`config.mk`:
```
export PLATFORM = sky130hd
export DESIGN_NAME = i2s_tx
export DESIGN_NICKNAME = d
export VERILOG_FILES = /design/src/rtl/audio_pkg.sv /design/src/rtl/i2s_clk_div.sv /design/src/rtl/i2s_tx.sv
export SDC_FILE = /design/constraint.sdc
export NUM_CORES = 1
export LEC_CHECK = 0
export ABC_AREA = 1
export BUFFER_PORTS_ARGS = -buffer_cell sky130_fd_sc_hd__buf_2
export CELL_PAD_IN_SITES_DETAIL_PLACEMENT = 0
export CELL_PAD_IN_SITES_GLOBAL_PLACEMENT = 1
export CORE_ASPECT_RATIO = 0.5
export CORE_MARGIN = 2
export CORE_UTILIZATION = 35
export CTS_CLUSTER_SIZE = 16
export DETAILED_ROUTE_END_ITERATION = 8
export GPL_TIMING_DRIVEN = 0
export PLACE_DENSITY_LB_ADDON = 0.1
export SYNTH_ARGS = -nofsm -noshare
export SYNTH_HDL_FRONTEND = slang
export SYNTH_HIERARCHICAL = 1
export SYNTH_SLANG_ARGS = --single-unit
```
`constraint.sdc`:
```
create_clock -name i_clk -period 4.8 [get_ports i_clk]
set_clock_uncertainty 0.15 [all_clocks]
set_input_delay 0.96 -clock i_clk [delete_from_list [all_inputs] [get_ports i_clk]]
set_output_delay 0.96 -clock i_clk [all_outputs]
set_load 0.05 [all_outputs]
```
`src/rtl/audio_pkg.sv`:
```
// Shared audio definitions: I2S frame geometry and the stereo sample pair type.
package audio_pkg;

    parameter int SAMPLE_W = 24;

    localparam int I2S_SLOTS     = 64;
    localparam int I2S_SLOT_BITS = 32;

    typedef struct packed {
        logic [SAMPLE_W-1:0] left;
        logic [SAMPLE_W-1:0] right;
    } stereo_sample_t;

endpackage

```
`src/rtl/i2s_clk_div.sv`:
```
// BCLK generator: divides i_clk by 2*BCLK_DIV and flags the cycle whose closing
// edge moves BCLK, so downstream registers change together with o_bclk.
module i2s_clk_div #(
    parameter int BCLK_DIV = 2
) (
    input  logic i_clk,
    input  logic i_rst,
    output logic o_bclk,
    output logic o_fall,
    output logic o_rise
);

    localparam int CW = (BCLK_DIV > 1) ? $clog2(BCLK_DIV) : 1;

    logic [CW-1:0] cnt_q;
    logic [CW-1:0] cnt_d;
    logic          bclk_q;
    logic          bclk_d;
    logic          term_s;

    // Divider next state: wrap and toggle BCLK at the terminal count.
    always_comb begin
        term_s = (cnt_q == CW'(BCLK_DIV - 1));
        cnt_d  = term_s ? '0 : cnt_q + CW'(1);
        bclk_d = term_s ? ~bclk_q : bclk_q;
    end

    // Divider and BCLK state registers.
    always_ff @(posedge i_clk) begin
        if (i_rst) begin
            cnt_q  <= '0;
            bclk_q <= 1'b0;
        end else begin
            cnt_q  <= cnt_d;
            bclk_q <= bclk_d;
        end
    end

    assign o_bclk = bclk_q;
    assign o_fall = term_s & bclk_q;
    assign o_rise = term_s & ~bclk_q;

endmodule

```
`src/rtl/i2s_tx.sv`:
```
// Philips I2S stereo transmitter: one-pair holding register, 64-slot frame, MSB-first shifter.
// Optional macro I2S_TX_UNDERFLOW_CNT_EN adds a saturating 16-bit o_underflow_cnt output.
module i2s_tx
    import audio_pkg::*;
#(
    parameter int WIDTH    = 24,
    parameter int BCLK_DIV = 2
) (
    input  logic             i_clk,
    input  logic             i_rst,
    input  logic [WIDTH-1:0] i_left,
    input  logic [WIDTH-1:0] i_right,
    input  logic             i_valid,
    output logic             o_ready,
    output logic             o_bclk,
    output logic             o_lrclk,
    output logic             o_sdata,
`ifdef I2S_TX_UNDERFLOW_CNT_EN
    output logic [15:0]      o_underflow_cnt,
`endif
    output logic             o_underflow
);

    localparam int SW = $clog2(I2S_SLOTS);

    typedef struct packed {
        logic [WIDTH-1:0] left;
        logic [WIDTH-1:0] right;
    } pair_t;

    // One channel as it appears on the wire: a zero slot, the sample MSB first, zero padding.
    function automatic logic [I2S_SLOT_BITS-1:0] slot_word(input logic [WIDTH-1:0] smp);
        logic [I2S_SLOT_BITS-1:0] w;
        w = '0;
        w[I2S_SLOT_BITS-2 -: WIDTH] = smp;
        return w;
    endfunction

    logic                 fall_s;
    logic                 unused_rise_s;
    logic                 accept_s;
    logic                 load_s;
    pair_t                hold_q, hold_d;
    logic                 full_q, full_d;
    logic [SW-1:0]        slot_q, slot_d;
    logic                 lrclk_q, lrclk_d;
    logic [I2S_SLOTS-1:0] shreg_q, shreg_d;
    logic                 uf_q, uf_d;

    i2s_clk_div #(
        .BCLK_DIV (BCLK_DIV)
    ) u_clk_div (
        .i_clk  (i_clk),
        .i_rst  (i_rst),
        .o_bclk (o_bclk),
        .o_fall (fall_s),
        .o_rise (unused_rise_s)
    );

    // Handshake, slot sequencing and frame load/shift.
    always_comb begin
        hold_d   = hold_q;
        full_d   = full_q;
        slot_d   = slot_q;
        lrclk_d  = lrclk_q;
        shreg_d  = shreg_q;
        uf_d     = 1'b0;
        accept_s = i_valid & ~full_q;
        load_s   = fall_s & (slot_q == SW'(I2S_SLOTS - 1));

        if (accept_s) begin
            hold_d = '{left: i_left, right: i_right};
            full_d = 1'b1;
        end else begin
            hold_d = hold_q;
        end

        // A load only sees the holding register as it stood before this cycle's accept.
        if (fall_s) begin
            slot_d  = slot_q + SW'(1);
            lrclk_d = slot_d[SW-1];
            if (load_s) begin
                if (full_q) begin
                    shreg_d = {slot_word(hold_q.left), slot_word(hold_q.right)};
                    full_d  = 1'b0;
                end else begin
                    shreg_d = '0;
                    uf_d    = 1'b1;
                end
            end else begin
                shreg_d = {shreg_q[I2S_SLOTS-2:0], 1'b0};
            end
        end else begin
            slot_d = slot_q;
        end
    end

    // Transmitter state registers.
    always_ff @(posedge i_clk) begin
        if (i_rst) begin
            hold_q  <= '0;
            full_q  <= 1'b0;
            slot_q  <= SW'(I2S_SLOTS - 1);
            lrclk_q <= 1'b0;
            shreg_q <= '0;
            uf_q    <= 1'b0;
        end else begin
            hold_q  <= hold_d;
            full_q  <= full_d;
            slot_q  <= slot_d;
            lrclk_q <= lrclk_d;
            shreg_q <= shreg_d;
            uf_q    <= uf_d;
        end
    end

    assign o_ready     = ~full_q;
    assign o_lrclk     = lrclk_q;
    assign o_sdata     = shreg_q[I2S_SLOTS-1];
    assign o_underflow = uf_q;

`ifdef I2S_TX_UNDERFLOW_CNT_EN
    logic [15:0] ucnt_q;
    logic [15:0] ucnt_d;

    // Saturating underflow count, advanced together with the pulse.
    always_comb begin
        if (uf_d && (ucnt_q != 16'hFFFF)) begin
            ucnt_d = ucnt_q + 16'd1;
        end else begin
            ucnt_d = ucnt_q;
        end
    end

    // Underflow count register.
    always_ff @(posedge i_clk) begin
        if (i_rst) begin
            ucnt_q <= 16'd0;
        end else begin
            ucnt_q <= ucnt_d;
        end
    end

    assign o_underflow_cnt = ucnt_q;
`endif

endmodule

```
Word level (Yosys, flattened, before mapping)
Cells that the tools add are included.
{ "word_totals": {"in_bits": 51, "ff_bits": 123, "output_inout_bits": 5, "wordCells": 28} }
{ "op_classes": {"add_sub_neg": 2, "n_reduce_logical": 2, "muxes": 7, "n_eq_ne": 1, "bitwise": 7} }
{ "op_table": {"columns": ["op", "n"], "rows": [
  ["64-bit 2-to-1 mux", 1],
  ["63-bit 2-to-1 mux", 1],
  ["6-bit by 1-bit adder with 6-bit output, second input constant", 1],
  ["6-bit == test, second input constant", 1],
  ["1-bit 2-to-1 mux", 5],
  ["1-bit NOT", 4],
  ["1-bit AND", 3],
  ["3-bit OR reduction", 1],
  ["2-bit OR reduction", 1],
  ["1-bit adder, second input constant", 1]
]} }

Logic depth before layout (Yosys ltp)
Gate-level depths: netlist (run 1).
{ "depth": {"ltp_word": 6, "mapped_depth": 12, "mapped_depth_nobuf": 9} }

Modules after synthesis
The synthesis (run 1) kept the hierarchy.
{ "modules_own_cells": {"columns": ["module", "area_each_um2", "cells_each", "n_inst"], "rows": [
  ["i2s_tx", 5141.2, 765, 1],
  ["i2s_clk_div", 76.3, 11, 1]
]} }

Worst setup path after synthesis (run 1)
No wires, ideal clock.
{ "synth_timing": {"path_kind": "reg2reg", "from": "reg u_clk_div.bclk_q, in the netlist u_clk_div/o_bclk", "to": "reg shreg_q[59]", "period_less_slack_ns": 1.984, "arrival_time_ns": 1.725, "path_stages_with_launch": 13, "slack_ns": 2.816, "t_required_ns": 4.541, "setup_ns": 0.109, "path_cell_list": "dfxtp_1 -> nand2_1 -> inv_1 -> buf_4 -> nand2_2 -> nor2_4 -> nand2_2 -> buf_6 -> buf_6 -> nand2_1 -> nand3_1 -> nand2_1 -> inv_1"} }
{ "synth_via": {"elab_chain_len": 3} }
{ "synth_rtl": {"columns": ["element", "line_no", "source"], "rows": [
  ["start: declaration", "i2s_clk_div.sv:17", "logic bclk_q;"],
  ["start signal: assignment", "i2s_clk_div.sv:35", "bclk_q <= bclk_d;"],
  ["1-bit AND (*)", "i2s_clk_div.sv:40", "assign o_fall = term_s & bclk_q;"],
  ["named net fall_s", "i2s_tx.sv:39", "logic fall_s;"],
  ["1-bit AND", "i2s_tx.sv:69", "load_s = fall_s & (slot_q == SW'(I2S_SLOTS - 1));"],
  ["64-bit 2-to-1 mux", "i2s_tx.sv:82", "if (load_s) begin"],
  ["end signal: assignment", "i2s_tx.sv:112", "shreg_q <= shreg_d;"],
  ["end: declaration", "i2s_tx.sv:47", "logic [I2S_SLOTS-1:0] shreg_q, shreg_d;"]
]} }
The timed path passes the listed nets; every way through them passes the cells marked *.
A chain may end at the register's enable or synchronous reset.

Worst setup path after layout (run 1)
{ "layout_timing": {"from": "reg full_q", "to": "out o_ready"} }
{ "layout_via": {"elab_chain_len": 1} }
{ "layout_rtl": {"columns": ["element", "line_no", "source"], "rows": [
  ["start: declaration", "i2s_tx.sv:44", "logic full_q, full_d;"],
  ["start signal: assignment", "i2s_tx.sv:109", "full_q <= full_d;"],
  ["1-bit NOT", "i2s_tx.sv:117", "assign o_ready = ~full_q;"],
  ["end: declaration", "i2s_tx.sv:14", "output logic o_ready,"]
]} }
Every way passes these cells.

==> summary.md, run 1 <==
| Metric | Value |
|---|---|
| Clock latency reported for the late side of the worst-skew pair | 0.42 ns |
| Die width | 177 um |
| WL per Instance | 13.4 um |
| Warnings from Yosys | 6 |
| Maximum number of pins on one net before global-route repair | 17 |
| Via count of the first global-routing pass | 4,577 |
| I/O pin total | 56 |
| Buffers on Ports | 55 |
| Post-Synthesis Cell Area | 5210 um^2 |
| Starting DRT DRC Count | 308 |
| Worst-case headroom to the max-slew limit | 61.2% |
| Post-route setup slack | 2.44 ns |
| Clock H-tree levels | 4 |
| Switch Pwr | 676 uW |
| Post-CTS Resized | 0 |
| Worst reg2reg endpoint | shreg_q[41] |
| Instance count along the most critical hold path | 1 |
| Critical path endpoint category | primary output |
| Post-route antenna net violation count | 0 |
| Cell Pwr Density | 419 nW/um^2 |
| Antenna violations before repair | 0 |
| Via count of the routed design | 4,817 |
| Number of nets in the synthesized netlist | 826 |
| Routed Wire Length | 14.2 mm |
| Int Power | 1.98 mW |
| Outcome | finished clean |
| Maximum count of clock buffers along a single path | 2 |
| Net count, final | 900 |
| Total overflow reported by the global router | 0 |
| Final period utilization | 49.1% |
| Startpoint of the worst hold path | u_clk_div/cnt_q |
| Placer's final routability congestion estimate | 0.775 |
| Core footprint | 14,500 um^2 |
| Row count | 31 |
| Actual slew at the worst max-slew pin | 0.581 ns |
| Sequential fraction of design power | 40.1% |
| Critical path arrival | 1.25 ns |
| Number of non-filler instances in the completed layout | 1,058 |
| Worst hold path endpoint | u_clk_div/cnt_q |
| First-pass GRT wire length | 23.6 mm |
| Gate count of the mapped netlist | 774 |
| CTS tree | yes |
| Setup slack after placement | 2.08 ns |
| Max Clock Freq | 0.424 GHz |
| DRC violation count after routing | 0 |
| Nature of the critical path startpoint | flop |
| Part of the total power dissipated in the clock network | 49.3% |
| Critical path data required time | 3.69 ns |
| # clock sinks | 116 |
| Worst hold-check path type | reg2reg |
| Pwr Total | 2.65 mW |
| Die span in y | 90.3 um |
| Worst-path clk slew | 0.05 ns |
| Tot GR Track Use | 19.0% |
| Max-slew violation count | 0 |
| Ratio of cells with drive above 1 in the final layout | 12.7% |
| Initial DRT Pass Iterations | 5 |
| Leakage power summed over all cells | 2.81 nW |
| FF-to-FF Start | u_clk_div/o_bclk |
| Vias per Instance | 4.55 |
| Final hold viol count | 0 |
| Setup repair bufs after CTS | 0 |
| Number of inserted diodes | 0 |
| Signed area change from the synthesized netlist to the final layout | 21.6% |
| Final setup viols | 0 |
| Class of the most critical setup path | reg2out |
| Worst Reg-to-Reg Cells | 11 |
| Total negative setup slack | 0 ns |
| Number of violations of the max-capacitance limit | 0 |
| RSZ-0062 raised after global routing | false |
| Worst VDD drop | 280 uV |
| Cell at the root of the clock tree | sky130_fd_sc_hd__clkbuf_16 |
| Final HPWL DP | 9.81 mm |
| TritonCTS Buffers | 17 |
| Net switching share of the total power | 25.5% |
| Starting density of the core | 35.9% |
| Syn avg cell area | 6.73 um^2 |
| Part of the total power dissipated in combinational logic | 10.6% |
| Instance count after placement with tap cells included | 1,027 |
| R2r setup slk | 2.89 ns |
| Worst Hold Slack | 0.280 ns |
| Overall die area | 15,900 um^2 |
| Hold-fix buffers, CTS | 0 |
| Shortest period the worst path allows | 2.36 ns |
| Critical Path Fanout Max | 5 |
-- power by group through the flow --
stage	combinational [mW]	clock (mW)	sequential (mW)
finish	0.282	1.31	1.06
global route	0.328	1.38	1.07
CTS	0.286	1.33	1.06
detailed placement	0.284	0	1.08
global placement	0.281	0	1.08
floorplan	0.194	0	1.08
-- stage by stage --
| step | utilization, % | area, um^2 |
|---|---|---|
| finish | 43.7 | 6330 |
| global route | 43.7 | 6330 |
| CTS | 43.7 | 6330 |
| detailed placement | 39.5 | 5730 |
| global placement | 39.5 | 5730 |
| floorplan | - | 5210 |
-- metal layers --
| metal | track usage [%] | vias to the layer above | part of all wire (%) | wire, um |
|---|---|---|---|---|
| li1 | - | 2566 | - | - |
| met1 | 27.6 | 2145 | 55 | 7790 |
| met2 | 28.0 | 98 | 39 | 5580 |
| met3 | 4.76 | 8 | 4.9 | 692 |
| met4 | 4.55 | 0 | 0.87 | 123 |
| met5 | 0 | - | 0 | 0 |
-- final cells by class --
class,instances,area [um^2]
inverter,59,221
buffer,57,260
clock inverter,9,128
clock buffer,22,474
timing repair buffer,55,275
multi-input combinational,542,2410
sequential,116,2320
fill,1547,8170
tap,198,248
-- worst max-delay path, stage by stage (launching register included) --
cell	delay, ns
sky130_fd_sc_hd__dfxtp_1	0.29
sky130_fd_sc_hd__clkbuf_2	0.16
sky130_fd_sc_hd__inv_2	0.12
sky130_fd_sc_hd__buf_2	0.27
-- sequential cells by signal (all words and copies together) (netlist names) --
signal            flops
full_q                1
hold_q               48
o_lrclk               1
o_underflow           1
shreg_q              57
slot_q                6
u_clk_div/cnt_q       1
u_clk_div/o_bclk      1
-- cells in the final DEF, fill, tap and decap left out, drive strengths merged, types with 3 or more instances in the layout --
cell,instances
inv,59
nand3b,47
clkbuf,57
nand3,51
dfxtp,116
o21ai,61
nand2,166
buf,77
clkinvlp,3
nor2,197
a21oi,15
bufinv,3
clkinv,3
-- how the worst max path moves through the flow --
stage / depth (start not counted) / from / end
CTS: 3 / full_q / o_ready
finish: 3 / full_q / o_ready
global placement: 6 / i_rst / hold_q[13]
floorplan: 12 / u_clk_div/o_bclk / shreg_q[59]
detailed placement: 6 / i_rst / hold_q[13]
global route: 6 / i_rst / hold_q[18]
(Power assumes the default switching activity.)
==> run 2, diff against run 1 <==
--- a/config.mk
+++ b/config.mk
@@ -5,7 +5,7 @@
 export SDC_FILE = /design/constraint.sdc
 export NUM_CORES = 1
 export LEC_CHECK = 0
-export ABC_AREA = 1
+export ABC_AREA = 0
 export BUFFER_PORTS_ARGS = -buffer_cell sky130_fd_sc_hd__buf_2
 export CELL_PAD_IN_SITES_DETAIL_PLACEMENT = 0
 export CELL_PAD_IN_SITES_GLOBAL_PLACEMENT = 1
==> constraint.sdc (replaced) <==
create_clock -name i_clk -period 2.25 [get_ports i_clk]
set_clock_uncertainty 0.15 [all_clocks]
set_input_delay 0.45 -clock i_clk [delete_from_list [all_inputs] [get_ports i_clk]]
set_output_delay 0.45 -clock i_clk [all_outputs]
set_load 0.05 [all_outputs]
==> run 2 against run 1 <==
  * Non-clock buffer count up 1
  * Critical path depth grew 4
  * Register-to-register slack worse by 2.7 ns
  * Via count is 12% lower
==> summary.md, run 2 <==
| Metric | Value |
|---|---|
| Commonest non-fill, non-tap cell in the layout | sky130_fd_sc_hd__nand2_1 |
| Worst VDD drop | 431 uV |
| TritonCTS Buffers | 17 |
| Final core utilization | 43.7% |
| Gate count of the mapped netlist | 577 |
| Largest delay contributor family on the critical path | buffers and inverters |
| Post-Synthesis Cell Area | 4810 um^2 |
| Actual slew at the worst max-slew pin | 0.666 ns |
| Nature of the critical path startpoint | flop |
| Crit path max-delay cell type | sky130_fd_sc_hd__clkbuf_1 |
| Initial DRT Pass Iterations | 4 |
| Shortest period the worst path allows | 2.03 ns |
| Die width | 170 um |
| Total overflow reported by the global router | 0 |
| FF-to-FF Start | u_clk_div/cnt_q |
| Ordered list of cells on the worst path | and2_2 > buf_2 > nor2_1 > buf_2 > clkbuf_1 > nand2_1 > o211ai_2 |
| Post-route antenna net violation count | 0 |
| Critical Path Fanout Max | 10 |
| Final hold viol count | 0 |
| Critical path endpoint category | flop |
| Number of nets in the synthesized netlist | 629 |
| Overall die area | 14,800 um^2 |
| Cell Pwr Density | 897 nW/um^2 |
| Final setup viols | 0 |
| Startpoint of the worst hold path | i_rst |
| Max-slew violation count | 0 |
| Crit-path most repeated cell | sky130_fd_sc_hd__buf_2 |
| CTS tree | yes |
| Total negative setup slack | 0 ns |
| Die span in y | 86.9 um |
| Highest-count cells in the layout ignoring fill and taps | sky130_fd_sc_hd__nand2_1 (155), sky130_fd_sc_hd__dfxtp_1 (116), sky130_fd_sc_hd__o211ai_1 (84) |
| First-pass GRT wire length | 21.0 mm |
| Net count, final | 702 |
| Leakage power summed over all cells | 2.09 nW |
| Worst-path clk slew | 0.05 ns |
| Hold-fix buffers, CTS | 0 |
| Setup repair bufs after CTS | 0 |
| Total buffers and inverters traversed by the critical path | 3 |
| Largest register by flop count | shreg_q |
| Via count of the first global-routing pass | 4,015 |
| Post-CTS Resized | 0 |
| Cell at the root of the clock tree | sky130_fd_sc_hd__clkbuf_16 |
| I/O pin total | 56 |
| WL per Instance | 15.0 um |
| Buffers on Ports | 55 |
| Worst-case headroom to the max-slew limit | 55.6% |
| Outcome | finished clean |
| Final HPWL DP | 8.67 mm |
| Max Clock Freq | 0.493 GHz |
| Flip-flop count of the largest register after layout | 57 |
| Maximum count of clock buffers along a single path | 2 |
| Number of inserted diodes | 0 |
| Tot GR Track Use | 18.2% |
| Routed Wire Length | 12.5 mm |
| Critical Path Source | u_clk_div/cnt_q |
| Signed area change from the synthesized netlist to the final layout | 22.4% |
| Warnings from Yosys | 6 |
| Maximum single-stage delay on the critical path | 0.43 ns |
| Critical path arrival | 2.21 ns |
| Starting density of the core | 35.7% |
| DRC violation count after routing | 0 |
| Core footprint | 13,500 um^2 |
| Class of the most critical setup path | reg2reg |
| Number of violations of the max-capacitance limit | 0 |
| Final period utilization | 90.1% |
| Vias per Instance | 5.05 |
| Antenna violations before repair | 0 |
| Row count | 30 |
| Via count of the routed design | 4,224 |
| R2r setup slk | 0.22 ns |
| Syn avg cell area | 8.34 um^2 |
| Starting DRT DRC Count | 241 |
| Filler instances | 1,392 |
| Clock latency reported for the late side of the worst-skew pair | 0.40 ns |
| Critical path data required time | 2.43 ns |
| Ratio of cells with drive above 1 in the final layout | 18.3% |
| Largest registers | shreg_q (57), hold_q (48), slot_q (6) |
| Worst hold-check path type | in2reg |
| Maximum number of pins on one net before global-route repair | 18 |
| Clock H-tree levels | 4 |
| Placer's final routability congestion estimate | 0.724 |
| # clock sinks | 116 |
| RSZ-0062 raised after global routing | false |
## run 2: layer usage
layer | wire, um | GRT usage, % | vias up | share of wire [%]
met5 | 0 | 0 | - | 0
met1 | 6760 | 27.4 | 1955 | 54
met2 | 5040 | 25.8 | 77 | 40
met3 | 565 | 3.82 | 14 | 4.5
met4 | 139 | 5.59 | 0 | 1.1
li1 | - | - | 2178 | -
## run 2: where the power goes
part / switching, mW / internal (mW) / leakage, nW / total, mW
logic: 0.312 / 0.125 / 0.859 / 0.437
clock network: 0.897 / 1.78 / 0.291 / 2.68
registers: 0.0381 / 2.12 / 0.943 / 2.16
total: 1.25 / 4.03 / 2.09 / 5.28
## run 2: worst paths after layout
check / depth (start not counted) / to
worst min-delay path: 2 / u_clk_div/cnt_q
worst max-delay path: 7 / shreg_q[61]
worst min register to register: 1 / u_clk_div/cnt_q
worst max register to register: 7 / shreg_q[61]
## run 2: layout make-up
class | count | area [um^2] | share of cell area [%]
clock inverters | 4 | 70.1 | 1.19
multi-input cells | 399 | 2220 | 37.7
plain buffers | 58 | 253 | 4.29
repair buffers | 55 | 275 | 4.67
inverters | 3 | 11.3 | 0.191
flip-flops and latches | 116 | 2320 | 39.4
well taps | 176 | 220 | 3.74
clock buffers | 25 | 515 | 8.75
## run 2: per-stage QoR
step	area, um^2	hold slack (ns)	total power, mW	setup WS (ns)	instances
after floorplan	4810	0.271	2.48	0.276	577
after global placement	5310	0.280	2.64	0.0369	808
after detailed placement	5310	0.295	2.65	0.0814	808
after CTS	5890	0.0573	5.33	0.206	836
after global routing	5890	0.0567	5.50	0.0341	836
final	5890	0.0664	5.28	0.222	836
